===== src/rtl/cordic_arbiter.sv =====
// cordic_arbiter: round-robin front end that shares one iterative CORDIC
// engine between NUM_REQ angle sources. One transaction is in flight at a
// time: grant -> issue handshake -> wait for result -> one-cycle response.
// Optional watchdog in WAIT is enabled by defining CORDIC_ARB_TIMEOUT_EN.
module cordic_arbiter #(
  parameter int NUM_REQ        = 4,
  parameter int ID_W           = 2,
  parameter int TIMEOUT_CYCLES = 64
) (
  input  logic                      clk,
  input  logic                      rstb,
  input  logic [NUM_REQ-1:0]        req_valid,
  input  logic [16*NUM_REQ-1:0]     req_theta,
  output logic [NUM_REQ-1:0]        req_ready,
  output logic [NUM_REQ-1:0]        rsp_valid,
  output logic signed [15:0]        rsp_sin,
  output logic signed [15:0]        rsp_cos,
  output logic                      rsp_err,
  output logic [15:0]               cor_theta,
  output logic                      cor_in_valid,
  input  logic                      cor_ready,
  input  logic                      cor_out_valid,
  input  logic signed [15:0]        cor_sin,
  input  logic signed [15:0]        cor_cos,
  output logic                      busy,
  output logic [ID_W-1:0]           grant_id
);

  typedef enum logic [1:0] {S_IDLE, S_ISSUE, S_WAIT} state_e;

  state_e             state_q, state_d;
  logic [ID_W-1:0]    ptr_q, ptr_d;
  logic [ID_W-1:0]    grant_q, grant_d;
  logic [NUM_REQ-1:0] req_ready_q, req_ready_d;
  logic [NUM_REQ-1:0] rsp_valid_q, rsp_valid_d;
  logic signed [15:0] rsp_sin_q, rsp_sin_d;
  logic signed [15:0] rsp_cos_q, rsp_cos_d;
  logic [15:0]        cor_theta_q, cor_theta_d;
  logic               cor_in_valid_q, cor_in_valid_d;
  logic               busy_q, busy_d;

  logic               arb_hit;
  logic [ID_W-1:0]    arb_win;
  logic [ID_W-1:0]    arb_cand;
  logic               tmo_hit;

`ifdef CORDIC_ARB_TIMEOUT_EN
  localparam int CNT_W = $clog2(TIMEOUT_CYCLES) + 1;
  logic [CNT_W-1:0]   tmo_cnt_q, tmo_cnt_d;
  logic               rsp_err_q, rsp_err_d;

  // Watchdog fires on a WAIT cycle with no result once the limit is reached.
  assign tmo_hit = (state_q == S_WAIT) && !cor_out_valid &&
                   (tmo_cnt_q == CNT_W'(TIMEOUT_CYCLES - 1));
  assign rsp_err = rsp_err_q;
`else
  logic unused_timeout_cfg;

  assign unused_timeout_cfg = (TIMEOUT_CYCLES > 0);
  assign tmo_hit = 1'b0;
  assign rsp_err = 1'b0;
`endif

  // Round-robin search: first valid requester after the pointer, wrapping.
  always_comb begin
    arb_hit  = 1'b0;
    arb_win  = ptr_q;
    arb_cand = '0;
    for (int i = 1; i <= NUM_REQ; i++) begin
      arb_cand = ID_W'((int'(ptr_q) + i) % NUM_REQ);
      if (!arb_hit && req_valid[arb_cand]) begin
        arb_hit = 1'b1;
        arb_win = arb_cand;
      end
    end
  end

  // State register plus all registered outputs.
  always_ff @(posedge clk) begin
    if (!rstb) begin
      state_q        <= S_IDLE;
      ptr_q          <= ID_W'(NUM_REQ - 1);
      grant_q        <= '0;
      req_ready_q    <= '0;
      rsp_valid_q    <= '0;
      rsp_sin_q      <= '0;
      rsp_cos_q      <= '0;
      cor_theta_q    <= '0;
      cor_in_valid_q <= 1'b0;
      busy_q         <= 1'b0;
`ifdef CORDIC_ARB_TIMEOUT_EN
      tmo_cnt_q      <= '0;
      rsp_err_q      <= 1'b0;
`endif
    end else begin
      state_q        <= state_d;
      ptr_q          <= ptr_d;
      grant_q        <= grant_d;
      req_ready_q    <= req_ready_d;
      rsp_valid_q    <= rsp_valid_d;
      rsp_sin_q      <= rsp_sin_d;
      rsp_cos_q      <= rsp_cos_d;
      cor_theta_q    <= cor_theta_d;
      cor_in_valid_q <= cor_in_valid_d;
      busy_q         <= busy_d;
`ifdef CORDIC_ARB_TIMEOUT_EN
      tmo_cnt_q      <= tmo_cnt_d;
      rsp_err_q      <= rsp_err_d;
`endif
    end
  end

  // Next-state: grant only when the engine is idle, leave ISSUE on the
  // handshake, leave WAIT on the first result (or watchdog expiry).
  always_comb begin
    state_d = state_q;
    unique case (state_q)
      S_IDLE:  if (arb_hit && cor_ready) state_d = S_ISSUE;
      S_ISSUE: if (cor_in_valid_q && cor_ready) state_d = S_WAIT;
      S_WAIT:  if (cor_out_valid || tmo_hit) state_d = S_IDLE;
      default: state_d = S_IDLE;
    endcase
  end

  // Output/datapath next values; pulses default low, data holds.
  always_comb begin
    ptr_d          = ptr_q;
    grant_d        = grant_q;
    req_ready_d    = '0;
    rsp_valid_d    = '0;
    rsp_sin_d      = rsp_sin_q;
    rsp_cos_d      = rsp_cos_q;
    cor_theta_d    = cor_theta_q;
    cor_in_valid_d = cor_in_valid_q;
`ifdef CORDIC_ARB_TIMEOUT_EN
    tmo_cnt_d      = tmo_cnt_q;
    rsp_err_d      = 1'b0;
`endif
    unique case (state_q)
      S_IDLE: begin
        if (arb_hit && cor_ready) begin
          cor_theta_d          = req_theta[16*int'(arb_win) +: 16];
          grant_d              = arb_win;
          ptr_d                = arb_win;
          req_ready_d[arb_win] = 1'b1;
          cor_in_valid_d       = 1'b1;
        end
      end
      S_ISSUE: begin
        if (cor_in_valid_q && cor_ready) begin
          cor_in_valid_d = 1'b0;
`ifdef CORDIC_ARB_TIMEOUT_EN
          tmo_cnt_d      = '0;
`endif
        end
      end
      S_WAIT: begin
        if (cor_out_valid) begin
          rsp_sin_d            = cor_sin;
          rsp_cos_d            = cor_cos;
          rsp_valid_d[grant_q] = 1'b1;
        end
`ifdef CORDIC_ARB_TIMEOUT_EN
        else if (tmo_hit) begin
          rsp_sin_d            = '0;
          rsp_cos_d            = '0;
          rsp_valid_d[grant_q] = 1'b1;
          rsp_err_d            = 1'b1;
        end else begin
          tmo_cnt_d = tmo_cnt_q + 1'b1;
        end
`endif
      end
      default: ;
    endcase
    busy_d = (state_d != S_IDLE);
  end

  assign req_ready    = req_ready_q;
  assign rsp_valid    = rsp_valid_q;
  assign rsp_sin      = rsp_sin_q;
  assign rsp_cos      = rsp_cos_q;
  assign cor_theta    = cor_theta_q;
  assign cor_in_valid = cor_in_valid_q;
  assign busy         = busy_q;
  assign grant_id     = grant_q;

endmodule


===== config.mk =====
export PLATFORM = sky130hd
export DESIGN_NAME = cordic_arbiter
export DESIGN_NICKNAME = d
export VERILOG_FILES = /design/src/rtl/cordic_arbiter.sv
export SDC_FILE = /design/constraint.sdc
export NUM_CORES = 1
export LEC_CHECK = 0
export CAP_MARGIN = 40
export CORE_ASPECT_RATIO = 0.7
export CORE_UTILIZATION = 42
export DETAILED_ROUTE_END_ITERATION = 6
export HOLD_SLACK_MARGIN = 0.08
export PLACE_DENSITY = 0.95
export RECOVER_POWER = 25
export SYNTH_ARGS = -nofsm -noshare
export SYNTH_HDL_FRONTEND = slang
export SYNTH_SLANG_ARGS = --single-unit
export TNS_END_PERCENT = 100

===== constraint.sdc =====
create_clock -name clk -period 5.25 [get_ports clk]
set_input_delay 0.525 -clock clk [delete_from_list [all_inputs] [get_ports clk]]
set_output_delay 0.525 -clock clk [all_outputs]
set_load 0.005 [all_outputs]

==> impl_metrics.env <==
export IMPL_run_status="complete, but fails checks"
export IMPL_violations_in_the_final_reports="max-capacitance violations, max-slew violations"
export IMPL_layout_cell_share_with_drive_strength_beyond_1=0.09684
export IMPL_via_count=3242
export IMPL_route_antenna_remaining_nets=0
export IMPL_fin_util=0.7207
export IMPL_floorplan_initialDensity=0.4424
export IMPL_vias_per_instance=5.403
export IMPL_synth_seq_area_share=0.4228
export IMPL_synthesis_instances=346
export IMPL_clk_transition_reported_paths_ns=0.07
export IMPL_power_share_combinational=0.216
export IMPL_port_buf_inserts=163
export IMPL_wl_met3_um=466
export IMPL_io_pins=165
export IMPL_num_nets_final=605
export IMPL_insertedDiodeCount=0
export IMPL_criticalPathCategory="in2reg"
export IMPL_timing_max_transition_violations_final=45
export IMPL_grt_pass1_wl_mm=14.84
export IMPL_htree_levels=3
export IMPL_leakage_nw=1.918
export IMPL_power_sequential_fraction=0.440
export IMPL_synth_warnings=0
export IMPL_met2WireLength_mm=4.719
export IMPL_type_of_destination_of_the_critical_path="register"
export IMPL_max_vdd_ir_drop_uv=153.3
export IMPL_place_area_um2=4745
export IMPL_timing_final_crit_share=0.6501
export IMPL_grt_pass1_vias=3210
export IMPL_routed_top_layer="met4"
export IMPL_number_of_violations_of_the_max_capacitance_limit=1
export IMPL_clock_insertion_delay_worst_skew_ns=0.33
export IMPL_postCtsHoldBufs=0
export IMPL_fill_cells=523
export IMPL_synth_cells_most_frequent="82 x sky130_fd_sc_hd__nand2_1, 64 x sky130_fd_sc_hd__dfxtp_1, 32 x sky130_fd_sc_hd__a21boi_0"
export IMPL_hold_path_class="reg2reg"
export IMPL_power_density_cell_area_nw_per_um2=243.0
export IMPL_finish_instance_area_um2=4937
export IMPL_post_layout_nonfiller_instances=600
export IMPL_cts_inserted_buffers=9
export IMPL_synthMostInstantiatedCell="sky130_fd_sc_hd__nand2_1"
export IMPL_cp_arrival_ns=3.67
export IMPL_routabilityCongestion=0.7940
export IMPL_die_width_um=103.5
export IMPL_floorplan_rows=25
export IMPL_post_synth_main_area_contributors="sky130_fd_sc_hd__dfxtp_1 42%, sky130_fd_sc_hd__nand2_1 10%, sky130_fd_sc_hd__a21boi_0 7.9%"
export IMPL_cts_max_path_buffers=2
export IMPL_power_share_clock=0.344
export IMPL_hold_path_startpoint="rsp_sin[7]"
export IMPL_wl_per_cell_um=15.83
export IMPL_total_switching_power_mw=0.3180
export IMPL_detail_route_drc_violations=0
export IMPL_fmaxAchievable_mhz=293.0
export IMPL_largest_net_degree_at_the_start_of_global_routing=45
export IMPL_unrepaired_setup_endpoints_after_global_routing="no"
export IMPL_worst_r2r_path_depth=7
export IMPL_detailedPlacementHpwl_mm=7.089
export IMPL_netlist_area_um2=3030
export IMPL_post_synth_cell_area_avg_um2=8.758
export IMPL_grt_antenna_before_repair=0
export IMPL_worst_path_max_fanout=44
export IMPL_clkSinkCount=64
export IMPL_power_switching_fraction=0.2650
export IMPL_dp_worst_setup_slack_ns=2.411
export IMPL_crit_required_ns=5.51
export IMPL_postCtsSetupRepairBufs=0
export IMPL_worstReg2RegStart="ptr_q[1]"
export IMPL_startpoint_type="primary input"
export IMPL_drt_initial_drc_count=164
export IMPL_fin_worst_skew_ns=0.006943
export IMPL_min_period_ns=3.413
export IMPL_critical_path_reg2reg_endpoint="cor_theta[13]"
export IMPL_design_die_area_um2=7565
export IMPL_hold_end="rsp_sin[7]"
export IMPL_ctsRootBufferMaster="sky130_fd_sc_hd__clkbuf_8"
export IMPL_track_usage=0.2455
export IMPL_hold_depth=2
export IMPL_hold_viol=0
export IMPL_worst_slew_pin_slew_ns=1.521
export IMPL_route_layer_met1_wl_mm=4.127
export IMPL_core_ar_um2=6850
export IMPL_cts_tree="done"
export IMPL_setup_tns_ns=0
export IMPL_final_hold_worst_slack_ns=0.4684
export IMPL_slew_limit_headroom=-0.01404
export IMPL_p_int_mw=0.8820
export IMPL_setup_violations_final=0
export IMPL_setup_ws_ns=1.837
export IMPL_worst_r2r_setup_slack_ns=3.18
export IMPL_synth_top_cell_area_share=0.4228
export IMPL_design_power_total_mw=1.200
export IMPL_cts_resized_gates=0
export IMPL_yosys_area_top_type="sky130_fd_sc_hd__dfxtp_1"
export IMPL_drt_pre_antenna_iters=5
export IMPL_synthToLayoutAreaGrowth_pct=62.92
export IMPL_synth_cell_type_count=45
export IMPL_global_route_overflow_total=0
export IMPL_syn_nets=450
export IMPL_wirelength_mm=9.500
export IMPL_fraction_of_registers_with_async_set_or_reset_after_synthesis=0
export IMPL_leading_register_cell_type_out_of_synthesis="sky130_fd_sc_hd__dfxtp_1"
export IMPL_post_synthesis_register_bit_count=64
export IMPL_die_y_um=73.07
export IMPL_placed_cells=584
export IMPL_synth_edff_count=0
-- worst max-delay path: stages --
cell and delay, ns:
sky130_fd_sc_hd__dlygate4sd3_1 0.52, sky130_fd_sc_hd__clkbuf_1 1.10, sky130_fd_sc_hd__nand2_1 0.11, sky130_fd_sc_hd__or4_4 0.46, sky130_fd_sc_hd__nor3_1 0.37, sky130_fd_sc_hd__buf_2 0.31, sky130_fd_sc_hd__a32oi_1 0.14, sky130_fd_sc_hd__nand3_1 0.12
-- layout by cell type (no fill, tap or decap), types with 5 or more instances in the layout --
master / n
sky130_fd_sc_hd__clkdlybuf4s50_1: 134
sky130_fd_sc_hd__nand2_1: 82
sky130_fd_sc_hd__dfxtp_1: 64
sky130_fd_sc_hd__a21boi_0: 32
sky130_fd_sc_hd__dlygate4sd3_1: 29
sky130_fd_sc_hd__a21o_1: 16
sky130_fd_sc_hd__nand4_1: 16
sky130_fd_sc_hd__o31ai_1: 16
sky130_fd_sc_hd__nand3_1: 12
sky130_fd_sc_hd__mux2i_1: 11
sky130_fd_sc_hd__clkbuf_8: 9
sky130_fd_sc_hd__o211ai_2: 8
sky130_fd_sc_hd__a32oi_1: 6
sky130_fd_sc_hd__o21ai_0: 5
sky130_fd_sc_hd__nor2_1: 5
-- layout make-up --
| type | count | area, um2 | share of cell area |
|---|---|---|---|
| Sequential cell | 64 | 1281 | 0.2595 |
| Multi-Input combinational cell | 252 | 1615 | 0.3272 |
| Timing Repair Buffer | 173 | 1723 | 0.3490 |
| Clock inverter | 7 | 72.57 | 0.01470 |
| Inverter | 1 | 3.754 | 0.0007603 |
| Tap cell | 94 | 117.6 | 0.02382 |
| Clock buffer | 9 | 123.9 | 0.02509 |
-- worst max-delay path by stage --
stage                 start            end  cells after the start
6_report               rstb  cor_theta[11]                      8
5_1_grt                rstb  cor_theta[11]                      8
2_1_floorplan  req_valid[1]   cor_theta[1]                      7
3_3_place_gp           rstb   cor_theta[0]                      7
4_1_cts                rstb  cor_theta[11]                      8
3_5_place_dp           rstb  cor_theta[11]                      8
-- power by group through the flow --
stage | sequential [mW] | clock (mW) | combinational (mW)
after floorplan | 0.535 | 0 | 0.112
after global routing | 0.531 | 0.446 | 0.276
after global placement | 0.537 | 0 | 0.248
after detailed placement | 0.538 | 0 | 0.259
after CTS | 0.528 | 0.425 | 0.260
final | 0.528 | 0.413 | 0.259
-- registers in the layout, summed over array words and instances, names as in the netlist --
signal and cells:
busy 1, state_q 2, rsp_cos 16, grant_id 2
rsp_valid 4, rsp_sin 16, cor_theta 16, ptr_q 2
cor_in_valid 1, req_ready 4
-- cells by family after synthesis --
group,after synthesis,synth area share
and+or+nand+nor,141,0.2345
DFF,64,0.4228
AOI/OAI and AO/OA,99,0.2572
muxes,11,0.03634
buffers and inverters,30,0.04789
other,1,0.001237
-- metal layers --
| metal | vias to the layer above | track usage |
|---|---|---|
| met4 | 0 | 0.09662 |
| met2 | 153 | 0.4206 |
| met3 | 26 | 0.06250 |
| li1 | 1545 | - |
| met5 | - | 0 |
| met1 | 1518 | 0.3007 |
Power figures use the tool's default switching activity.
